<file path="config.mk">
export PLATFORM = sky130hd
export DESIGN_NAME = serial_bit_source
export DESIGN_NICKNAME = d
export VERILOG_FILES = /design/src/rtl/serial_bit_source.sv
export SDC_FILE = /design/constraint.sdc
export NUM_CORES = 1
export LEC_CHECK = 0
export ABC_AREA = 1
export CAP_MARGIN = 20
export CORE_MARGIN = 5
export CORE_UTILIZATION = 30
export DETAILED_ROUTE_END_ITERATION = 10
export PLACE_DENSITY = 0.58
export SLEW_MARGIN = 20
export SYNTH_ARGS = -nofsm -noshare
export SYNTH_HDL_FRONTEND = slang
export SYNTH_SLANG_ARGS = --single-unit
</file>
<file path="constraint.sdc">
create_clock -name clock -period 1.8 [get_ports clock]
set_input_delay 0.45 -clock clock [delete_from_list [all_inputs] [get_ports clock]]
set_output_delay 0.45 -clock clock [all_outputs]
set_load 0.01 [all_outputs]
</file>
<file path="src/rtl/serial_bit_source.sv">
// Parallel-to-serial source feeding moore_seq: one word in over load/ready, one bit per clock out on x.
// Define SER_PARITY_EN to append an even-parity bit after the data bits of every word.
`timescale 1ns/1ps

module serial_bit_source #(
    parameter int   WIDTH     = 8,
    parameter int   MSB_FIRST = 1,
    parameter logic IDLE_BIT  = 1'b0
) (
    input  logic             clock,
    input  logic             reset,
    input  logic [WIDTH-1:0] din,
    input  logic             load,
    output logic             ready,
    output logic             x,
    output logic             x_valid,
    output logic             done
);

`ifdef SER_PARITY_EN
    localparam int NBITS = WIDTH + 1;
`else
    localparam int NBITS = WIDTH;
`endif
    localparam logic [3:0] LAST_CNT = 4'(NBITS - 1);

    typedef enum logic {IDLE, SHIFT} state_t;

    state_t           state_q, state_d;
    logic [3:0]       cnt_q, cnt_d;
    logic [WIDTH-1:0] shreg_q, shreg_d;
    logic             x_q, x_d;
    logic             x_valid_q, x_valid_d;
    logic             done_q, done_d;
    logic             accept;
`ifdef SER_PARITY_EN
    logic             parity_q, parity_d;
`endif

    function automatic logic head_bit(input logic [WIDTH-1:0] w);
        return (MSB_FIRST != 0) ? w[WIDTH-1] : w[0];
    endfunction

    function automatic logic [WIDTH-1:0] advance(input logic [WIDTH-1:0] w);
        return (MSB_FIRST != 0) ? (w << 1) : (w >> 1);
    endfunction

    // cnt is the index of the bit currently on x, so the last-bit cycle can take a new word.
    assign ready   = (state_q == IDLE) || (cnt_q == LAST_CNT);
    assign accept  = load && ready;
    assign x       = x_q;
    assign x_valid = x_valid_q;
    assign done    = done_q;

    always_comb begin
        state_d   = state_q;
        cnt_d     = cnt_q;
        shreg_d   = shreg_q;
        x_d       = IDLE_BIT;
        x_valid_d = 1'b0;
        done_d    = 1'b0;
`ifdef SER_PARITY_EN
        parity_d  = parity_q;
`endif
        if (accept) begin
            state_d   = SHIFT;
            cnt_d     = 4'd0;
            shreg_d   = advance(din);
            x_d       = head_bit(din);
            x_valid_d = 1'b1;
`ifdef SER_PARITY_EN
            parity_d  = ^din;
`endif
        end else if (state_q == SHIFT) begin
            if (cnt_q == LAST_CNT) begin
                state_d = IDLE;
                cnt_d   = 4'd0;
            end else begin
                cnt_d     = cnt_q + 4'd1;
                shreg_d   = advance(shreg_q);
                x_d       = head_bit(shreg_q);
                x_valid_d = 1'b1;
                done_d    = (cnt_q + 4'd1 == LAST_CNT);
`ifdef SER_PARITY_EN
                if (cnt_q + 4'd1 == 4'(WIDTH)) begin
                    x_d = parity_q;
                end
`endif
            end
        end
    end

    always_ff @(posedge clock) begin
        if (reset) begin
            state_q   <= IDLE;
            cnt_q     <= 4'd0;
            x_q       <= IDLE_BIT;
            x_valid_q <= 1'b0;
            done_q    <= 1'b0;
        end else begin
            state_q   <= state_d;
            cnt_q     <= cnt_d;
            x_q       <= x_d;
            x_valid_q <= x_valid_d;
            done_q    <= done_d;
        end
    end

    // NOTE: the word store is not reset; it is always rewritten on the accepting edge before use.
    always_ff @(posedge clock) begin
        shreg_q  <= shreg_d;
`ifdef SER_PARITY_EN
        parity_q <= parity_d;
`endif
    end

endmodule

</file>
# --- After elaboration in Yosys (flattened, before gate mapping) ---
# Cells that the tools add are included.
totals:
  regBits: 14
  out_inout_bits: 4
  input_bits: 11
  word_cells: 26
op_classes:
  n_eq_ne: 3
  n_mux: 10
  n_bitwise: 1
  addsub: 1
  n_reduce_logical: 6
op_table:
  columns: ["op", "count"]
  rows:
  - ["two-way mux 8 bit", 3]
  - ["== test 4 x 3 -> 1 bit (second input constant)", 2]
  - ["two-way mux 1 bit", 6]
  - ["adder 4 x 1 -> 4 bit (second input constant)", 1]
  - ["two-way mux 4 bit", 1]
  - ["OR reduction 4 bit", 1]
  - ["inequality test 2 bit (second input constant)", 1]
  - ["AND reduction 2 bit", 1]
  - ["nonzero test 2 bit", 1]
  - ["OR reduction 2 bit", 1]
  - ["logical AND 1 bit", 1]
  - ["logical OR 1 bit", 1]
  - ["inverter 1 bit", 1]

# --- Depth between registers and ports, before layout ---
# Gate-level depths: netlist of run 1.
depth:
  word_depth: 5
  mapped_depth: 6
  ltp_nobuf: 6

# --- Least setup slack after synthesis of run 1 ---
# OpenSTA, ideal clock, no wires.
synth_path:
  path_kind: "reg2reg"
  start: "register cnt_q[0]"
  end: "register shreg_q[1] (enable)"
  period_less_slack_ps: 1335
  setup_time_ps: 323
  arrival_ps: 1011
  t_required_ps: 1477
  setup_slack_ps: 465
  path_buffers: 1
  stages_incl_launch_ff: 6
  path_cell_list: "dfxtp_1 ha_1 nand3_2 nand2_2 buf_6 nand2_1"
synth_between:
  elab_chain_len: 5
  elab_cells_between_ends: 6
  classes_between: "2 x eq/ne; 4 x reduce/logical"
synth_lines:
  columns: ["item", "line", "source"]
  rows:
  - ["start: declaration", "30", "logic [3:0] cnt_q, cnt_d;"]
  - ["start signal: assignment", "102", "cnt_q <= cnt_d;"]
  - ["== test 4 x 3 -> 1 bit *", "49", "assign ready = (state_q == IDLE) || (cnt_q == LAST_CNT);"]
  - ["logical OR 1 bit *", "49", null]
  - ["net ready", "14", "output logic ready,"]
  - ["logical AND 1 bit *", "50", "assign accept = load && ready;"]
  - ["inequality test 2 bit (no line) or nonzero test 2 bit (tied branches)", null, null]
  - ["AND reduction 2 bit (no line) *", null, null]
  - ["end signal: assignment", "111", "shreg_q <= shreg_d;"]
  - ["end: declaration", "31", "logic [WIDTH-1:0] shreg_q, shreg_d;"]
# The timed path passes the listed nets; every way through them passes the cells marked *.
# A chain may end at the register's enable or synchronous reset.

# --- Worst setup path in the final report of run 1 ---
layout_path:
  start: "register x_valid_q, in the netlist x_valid"
  end: "output port x_valid"
layout_lines:
  columns: ["item", "line", "source"]
  rows:
  - ["start: declaration", "33", "logic x_valid_q, x_valid_d;"]
  - ["start signal: assignment", "104", "x_valid_q <= x_valid_d;"]
  - ["end: declaration", "16", "output logic x_valid,"]
# No word-level cell between the ends.

==> results of run 1 <==
how the worst max path moves through the flow:
stage              from         end  slack, ns  cells after the start
6_report        x_valid     x_valid       0.10                      1
4_1_cts         x_valid     x_valid       0.08                      1
5_1_grt         x_valid     x_valid       0.01                      1
2_1_floorplan  cnt_q[0]  shreg_q[1]       0.47                      5
3_5_place_dp   cnt_q[1]       ready       0.14                      4
3_3_place_gp   cnt_q[0]       ready       0.14                      4
final cells by class:
type | count | area, um2
inverters | 6 | 22.52
multi-input cells | 55 | 279.0
clock buffers | 4 | 26.28
flip-flops and latches | 14 | 350.3
well taps | 28 | 35.03
repair buffers | 18 | 170.2
fillers | 240 | 1286
cells in the mapped netlist:
cell      count
a21oi_1       4
a21oi_2       1
inv_1         6
nand2_1      22
nand3_2       1
or2_2         1
nor2_1        9
nand4_1       1
nand3_4       1
buf_6         2
nand2_2       3
ha_1          2
dfxtp_1       7
edfxtp_1      7
nand3_1      10
timing repair:
item	4_1_cts	5_1_grt
pin swaps	0	0
setup buffers	0	0
resized for setup	1	1
endpoints found under the setup margin	1	1
per-stage QoR:
stage	instance area (um2)	hold slack, ns
2_1_floorplan	674.4	0.4831
3_3_place_gp	857.1	0.4922
3_5_place_dp	857.1	0.5019
4_1_cts	882.1	0.5238
5_1_grt	883.3	0.5486
6_report	883.3	0.5227
sequential cells by signal, indices dropped and copies added (netlist names):
register	count
cnt_q	4
done	1
shreg_q	7
x	1
x_valid	1
power by group through the flow:
stage                     sequential (mW)  clock (mW)  combinational [mW]
after global routing                0.378       0.211               0.119
after CTS                           0.374       0.200               0.105
after global placement              0.381           0               0.105
final                               0.374       0.188               0.104
after floorplan                     0.382           0              0.0576
after detailed placement            0.381           0               0.106
cell families after synthesis:
family / share of synthesized area [%]
DFF: 51.95
and+or+nand+nor: 33.40
adders and majority gates: 3.710
AOI/OAI and AO/OA: 4.268
buffers and inverters: 6.679
metal layers:
metal | track usage [%] | wire, um
met5 | 0 | 0
met4 | 5.960 | 31
met3 | 2.941 | 85
met2 | 13.06 | 554
met1 | 11.63 | 623
==> impl_metrics.tcl, run 1 <==
set metrics [dict create \
    status "finished, final reports clean" \
    r2r_slack_ns 0.37 \
    cp_num_buf_inv 1 \
    ys_warn_count 0 \
    r2r_cells 7 \
    layout_commonest_cell "nand2_1" \
    drt-total-wl_um 1295 \
    grt_pass1_vias 552 \
    start_util_pct 31.08 \
    finClkSkew_ns 0.007387 \
    syn-num-nets 90 \
    htree_levels 1 \
    hold_depth 2 \
    fin_crit_ns 1.699 \
    final_cell_mix "nand2_1, clkdlybuf4s50_1, nand3_1" \
    slew_viol_final 0 \
    r2r-start "cnt_q[0]" \
    max_slew_margin_pct 79.49 \
    syn_area_per_cell_um2 8.758 \
    seq_area_frac_synth_pct 51.95 \
    critPathMaxFanout 4 \
    power_frac_comb_pct 15.7 \
    num_rows 17 \
    instances_no_fill 125 \
    clk_latency_ns 0.28 \
    cp_top_family "buffers and inverters" \
    worstPathArrival_ns 1.25 \
    final_nets 111 \
    vias 560 \
    diodes 0 \
    cts_buffers 3 \
    wl_per_cell_um 10.36 \
    critical_path_required_ns 1.35 \
    min_from "shreg_q[1]" \
    fmax_ghz 0.5886 \
    firstDrtPassIters 4 \
    holdBufCountCts 0 \
    antenna_found_initial 0 \
    synth_area_um2 674.4 \
    rsz0062_at_grt "no" \
    clockRootBuffer "clkbuf_4" \
    ant_nets 0 \
    synth_seq_cells 14 \
    holdPathEnd "shreg_q[2]" \
    synth.distinct_cells 15 \
    power_frac_clock_pct 28.3 \
    synth_cells 77 \
    power_frac_seq_pct 56.1 \
    drc 0 \
    crit_path_end_kind "output port" \
    internal_power_mw 0.5019 \
    ioPinCount 15 \
    maxCapViolations 0 \
    gp_congestion 0.7641 \
    critPathLaunchType "flip-flop" \
    cpPeakStageDelay_ns 0.56 \
    finalPower_mw 0.6668 \
    viasPerCell 4.480 \
    tns_ns 0 \
    setup_viol_count_final 0 \
    final-hold-violation-count 0 \
    port_buffers 14 \
    switching_share_pct 24.73 \
    place_inst 121 \
    die_area_um2 3296 \
    finish.utilization_pct 40.72 \
    die-height_um 57.41 \
    worstMarginPinSlew_ns 0.3069 \
    power.leakage_nw 0.3721 \
    p_sw_mw 0.1649 \
    synth_top_area_share_pct 31.17 \
    path_cells "clkdlybuf4s50_1" \
    p_per_area_nw_per_um2 754.9 \
    drtIter0Drc 12 \
    synthTopCellsByArea "edfxtp_1, dfxtp_1, nand2_1, nand3_1, nor2_1" \
    layout-drive-gt1-share_pct 14.43 \
    clk_pin_slew_ns 0.09 \
    clock-sinks 14 \
    dpl.hpwl_um 1034 \
    grt_first_pass_wirelength_um 2318 \
    overflow 0 \
    holdCritPathClass "reg -> reg" \
    cts_buffer_depth 2 \
    critical_path_class "reg -> out" \
    vdd_drop_max_v 0.0004150 \
    syn2layout_area_growth_pct 30.98 \
    pre_cts_slack_ns 0.1390 \
    slowest_stage "clkdlybuf4s50_1" \
    grt_max_degree 11 \
    timing.rr.end "shreg_q[4]" \
    timing.final.ws_setup_ns 0.1010 \
    coreArea_um2 2170 \
    die_w_um 57.41 \
    synth_top_area_cell "edfxtp_1" \
    period_share_pct 94.39 \
    grt_use_total_pct 9.129 \
    cts_tree "built" \
]
Note: power is estimated with default switching activity, not from simulation.
==> inputs of run 2 (changes only) <==
--- a/config.mk
+++ b/config.mk
@@ -11,7 +11,7 @@
 export CORE_UTILIZATION = 30
 export DETAILED_ROUTE_END_ITERATION = 10
 export PLACE_DENSITY = 0.58
-export SLEW_MARGIN = 20
+export SETUP_SLACK_MARGIN = 0.3
 export SYNTH_ARGS = -nofsm -noshare
 export SYNTH_HDL_FRONTEND = slang
 export SYNTH_SLANG_ARGS = --single-unit
==> run 2 against run 1 <==
Effect of this change:
- utilization up 0.87 points
- routed wire length grew 0.77%
- total power increased by 0.55%
- register-to-register slack improved by 0.05 ns
- clock power about the same
- combinational power hardly changed
- critical path depth is 3 higher
- die area did not move
- clock-buffer cell count is the same
- critical path type unchanged
- largest cell class unchanged
- largest power group unchanged
==> impl_metrics.tcl, run 2 (same netlist as run 1, synthesis figures left out) <==
set metrics [dict create \
    regMostFlops "shreg_q" \
    max_slew_margin_pct 79.27 \
    drt-total-wl_um 1305 \
    place_inst 121 \
    firstDrtPassIters 4 \
    drtIter0Drc 11 \
    diodes 0 \
    overflow 0 \
    dpl.hpwl_um 1034 \
    rsz0062_at_grt "yes" \
    design_area_um2 902.1 \
    antenna_found_initial 0 \
    clockRootBuffer "clkbuf_4" \
    syn2layout_area_growth_pct 33.77 \
    crit_start "cnt_q[1]" \
    hold_depth 2 \
    cp.depth 4 \
    wl_per_cell_um 10.44 \
    final_nets 111 \
    timing.final.ws_setup_ns 0.3192 \
    grt_max_degree 11 \
    clk_latency_ns 0.28 \
    cp-endpoint "ready" \
    final_cell_mix "nand2_1, nand3_1, clkdlybuf4s50_1" \
    grt_first_pass_wirelength_um 2304 \
    place_area_um2 857.1 \
    r2r-start "cnt_q[1]" \
    worstPathArrival_ns 1.03 \
    largest_reg_flops 7 \
    slew_viol_final 0 \
    setup_viol_count_final 0 \
    clock-sinks 14 \
    status "finished, final reports clean" \
    cts_buffers 3 \
    timing.rr.end "shreg_q[2]" \
    vdd_drop_max_v 0.0004168 \
    cp_top_family "flip-flops" \
    gp_congestion 0.7641 \
    cts_tree "built" \
    finClkSkew_ns 0.008158 \
    die_w_um 57.41 \
    grt_pass1_vias 548 \
    critPathLaunchType "flip-flop" \
    r2r_slack_ns 0.42 \
    maxCapViolations 0 \
    port_buffers 14 \
    critical_path_class "reg -> out" \
    drc 0 \
    worstMarginPinSlew_ns 0.3102 \
    crit_path_end_kind "output port" \
    final-hold-violation-count 0 \
    power.leakage_nw 0.3869 \
    period_share_pct 82.26 \
    vias 560 \
    slowest_stage "dfxtp_2" \
    htree_levels 1 \
    cts_buffer_depth 2 \
    start_util_pct 31.08 \
    num_rows 17 \
    holdBufCountCts 0 \
    pre_cts_slack_ns 0.1390 \
    postCtsSetupRepairBufs 0 \
    die_area_um2 3296 \
    layout_commonest_cell "nand2_1" \
    holdCritPathClass "reg -> reg" \
    clk_pin_slew_ns 0.08 \
    instances_no_fill 125 \
    fmax_ghz 0.6753 \
    critical_path_required_ns 1.35 \
    path_cells "ha_4, nand3_2, nand2_2, buf_6" \
    viasPerCell 4.480 \
    coreArea_um2 2170 \
    cpPeakStageDelay_ns 0.36 \
    critPathMaxFanout 3 \
    grt_use_total_pct 9.082 \
    finish.utilization_pct 41.58 \
    top_regs "shreg_q: 7 flops, cnt_q: 4 flops" \
    ioPinCount 15 \
    tns_ns 0 \
    die-height_um 57.41 \
    fin_crit_ns 1.481 \
    ant_nets 0 \
    p_per_area_nw_per_um2 743.3 \
    layout-drive-gt1-share_pct 19.59 \
    cp_num_buf_inv 1 \
    r2r_cells 5 \
]
## run 2: layer usage
layer / up-vias / share of wire [%] / track usage (%) / wire length [um]
met2: 13 / 43 / 12.90 / 566
met5: - / 0 / 0 / 0
met3: 4 / 6.7 / 2.941 / 87
met1: 251 / 48 / 11.63 / 621
li1: 292 / - / - / -
met4: 0 / 2.2 / 5.960 / 29
## run 2: area by class of cell
cell class,instances,area (um2)
well taps,28,35.03
clock buffers,4,26.28
inverters,6,22.52
flip-flops and latches,14,354.1
fillers,242,1267
multi-input cells,55,296.5
repair buffers,18,167.7
## run 2: repair_timing
action                                  CTS  global route
endpoints found under the setup margin    4             8
resized for setup                         8             6
pin swaps                                 0             1
## run 2: per-stage QoR
step	power (mW)	hold WS (ns)
3_3_place_gp	0.4862	0.4922
6_report	0.6705	0.5219
2_1_floorplan	0.4394	0.4831
4_1_cts	0.6783	0.5238
3_5_place_dp	0.4877	0.5019
5_1_grt	0.7091	0.5485
## run 2: power breakdown
part           switching (mW)  total [mW]  internal, mW  leakage (nW)
Sequential            0.00978       0.375         0.366         0.131
Clock                   0.104       0.190        0.0860        0.0150
Combinational          0.0547       0.105        0.0507         0.241
Total                   0.168       0.671         0.502         0.387
## run 2: worst min-delay path: cells and delay by family (launching register included)
family	cells	cell delay [ns]
flops	1	0.33
simple gates	2	0.10
## run 2: how the worst min path moves through the flow
stage	startpoint	to
floorplan	cnt_q[1]	cnt_q[1]
CTS	shreg_q[1]	shreg_q[2]
global route	shreg_q[1]	shreg_q[2]
finish	shreg_q[1]	shreg_q[2]
global placement	shreg_q[6]	shreg_q[7]
detailed placement	shreg_q[1]	shreg_q[2]
==> inputs of run 3 (changes only) <==
==> constraint.sdc (replaced) <==
create_clock -name clock -period 1.55 [get_ports clock]
set_input_delay 0.3875 -clock clock [delete_from_list [all_inputs] [get_ports clock]]
set_output_delay 0.3875 -clock clock [all_outputs]
set_load 0.01 [all_outputs]
==> run 3 against run 2 <==
Effect of this change:
- register-to-register slack worse by 0.21 ns
- clock skew is 0.0049 ns lower
- sequential share of layout area is 8.1 points lower
- hold slack worse by 0.0021 ns
- largest power group unchanged
==> impl_metrics.tcl, run 3 (same netlist as run 1, synthesis figures left out) <==
set metrics [dict create \
    ant_nets 0 \
    max_slew_margin_pct 79.53 \
    finClkSkew_ns 0.003210 \
    p_per_area_nw_per_um2 778.6 \
    path_cells "ha_4, nand3_4, nand2_4, buf_6" \
    grt_first_pass_wirelength_um 2573 \
    vias 635 \
    syn2layout_area_growth_pct 69.76 \
    critPathLaunchType "flip-flop" \
    switching_share_pct 25.89 \
    dpl.hpwl_um 1031 \
    final-hold-violation-count 0 \
    critPathMaxFanout 2 \
    clockRootBuffer "clkbuf_4" \
    die_area_um2 3296 \
    power.leakage_nw 0.4922 \
    holdCritPathClass "reg -> reg" \
    diodes 0 \
    internal_power_mw 0.6605 \
    cts_buffer_depth 2 \
    vdd_drop_max_v 0.0004798 \
    slew_viol_final 0 \
    power_frac_seq_pct 49.0 \
    drtIter0Drc 11 \
    htree_levels 1 \
    viasPerCell 4.669 \
    worstMarginPinSlew_ns 0.3066 \
    clock-sinks 14 \
    die-height_um 57.41 \
    hold_depth 2 \
    layout-drive-gt1-share_pct 47.22 \
    instances_no_fill 136 \
    clk_latency_ns 0.28 \
    regMostFlops "shreg_q" \
    fmax_ghz 0.6756 \
    overflow 0 \
    setup_viol_count_final 0 \
    timing.rr.end "done" \
    grt_use_total_pct 10.19 \
    holdPathEnd "x" \
    final_cell_mix "nand2_1, clkdlybuf4s50_1, buf_4" \
    start_util_pct 31.08 \
    top_regs "shreg_q: 7 flops, cnt_q: 4 flops" \
    place_inst 125 \
    finish.utilization_pct 52.77 \
    die_w_um 57.41 \
    num_rows 17 \
    crit_path_end_kind "output port" \
    critical_path_class "reg -> out" \
    firstDrtPassIters 4 \
    drt-total-wl_um 1859 \
    r2r_slack_ns 0.21 \
    r2r_cells 8 \
    grt_max_degree 9 \
    slowest_stage "dfxtp_2" \
    timing.final.ws_setup_ns 0.06979 \
    r2r-start "cnt_q[0]" \
    min_from "shreg_q[7]" \
    rsz0062_at_grt "yes" \
    worstPathArrival_ns 1.09 \
    gp_congestion 0.7902 \
    fin_crit_ns 1.480 \
    critical_path_required_ns 1.16 \
    cp_top_family "flip-flops" \
    cts_buffers 3 \
    period_share_pct 95.50 \
    pre_cts_slack_ns -0.03022 \
    port_buffers 14 \
    cp_num_buf_inv 1 \
    power_frac_clock_pct 29.9 \
    p_sw_mw 0.2308 \
    cts_tree "built" \
    maxCapViolations 0 \
    coreArea_um2 2170 \
    drc 0 \
    cpPeakStageDelay_ns 0.37 \
    wl_per_cell_um 13.67 \
    power_frac_comb_pct 21.0 \
    holdBufCountCts 0 \
    largest_reg_flops 7 \
    antenna_found_initial 0 \
    grt_pass1_vias 627 \
    status "finished, final reports clean" \
    final_nets 122 \
    clk_pin_slew_ns 0.09 \
    ioPinCount 15 \
    layout_commonest_cell "nand2_1" \
]
run 3: changes by cell type in the layout (fill, tap and decap cells not counted), moves of 4 or more:
cell | previous run | this run
buf_4 | 4 | 8
nand3_2 | 1 | 7
nand3_1 | 10 | 3
buf_6 | 1 | 7
run 3: worst max path at each step:
stage / cells after the start / startpoint / slack, ns / endpoint
after global placement: 4 / cnt_q[0] / -0.02 / ready
final: 4 / cnt_q[0] / 0.07 / ready
after global routing: 4 / cnt_q[0] / 0.02 / ready
after detailed placement: 4 / cnt_q[0] / -0.03 / ready
after CTS: 4 / cnt_q[1] / 0.08 / ready
after floorplan: 4 / cnt_q[1] / 0.29 / ready
run 3: metal layers:
layer	routed length, um	track usage (%)
met1	810	12.02
met4	36	6.291
met2	945	16.61
met3	67	2.262
met5	0	0
run 3: metrics by stage:
| stage | area [um2] | power, mW | hold WS (ns) | TNS (ns) |
|---|---|---|---|---|
| 6_report | 1145 | 0.8914 | 0.5198 | 0 |
| 5_1_grt | 1145 | 0.9400 | 0.5572 | 0 |
| 4_1_cts | 1001 | 0.8578 | 0.5258 | 0 |
| 3_5_place_dp | 894.6 | 0.5738 | 0.5025 | -0.03022 |
| 3_3_place_gp | 894.6 | 0.5707 | 0.4962 | -0.01839 |
| 2_1_floorplan | 681.9 | 0.5128 | 0.4499 | 0 |
run 3: worst min-delay path, stage by stage (launching register included):
cell      delay, ns
edfxtp_1       0.33
nand2_1        0.06
a21oi_2        0.10
run 3: what timing repair did:
action,4_1_cts,5_1_grt
pin swaps,2,16
gates resized for setup,25,31
endpoints found under the setup margin,23,22
buffers inserted,4,3
run 3: layout make-up:
cell class                 instances  area [um2]
fill                             202        1025
sequential                        14       356.6
multi-input combinational         55       417.9
tap                               28       35.03
clock buffer                       4       36.28
inverter                           6       22.52
timing repair buffer              29       276.5
run 3: power by group through the flow:
stage | Sequential [mW] | Combinational [mW] | Clock (mW)
after global routing | 0.440 | 0.204 | 0.296
after global placement | 0.442 | 0.128 | 0
after detailed placement | 0.444 | 0.130 | 0
after CTS | 0.436 | 0.150 | 0.271
after floorplan | 0.443 | 0.0695 | 0
final | 0.437 | 0.188 | 0.267
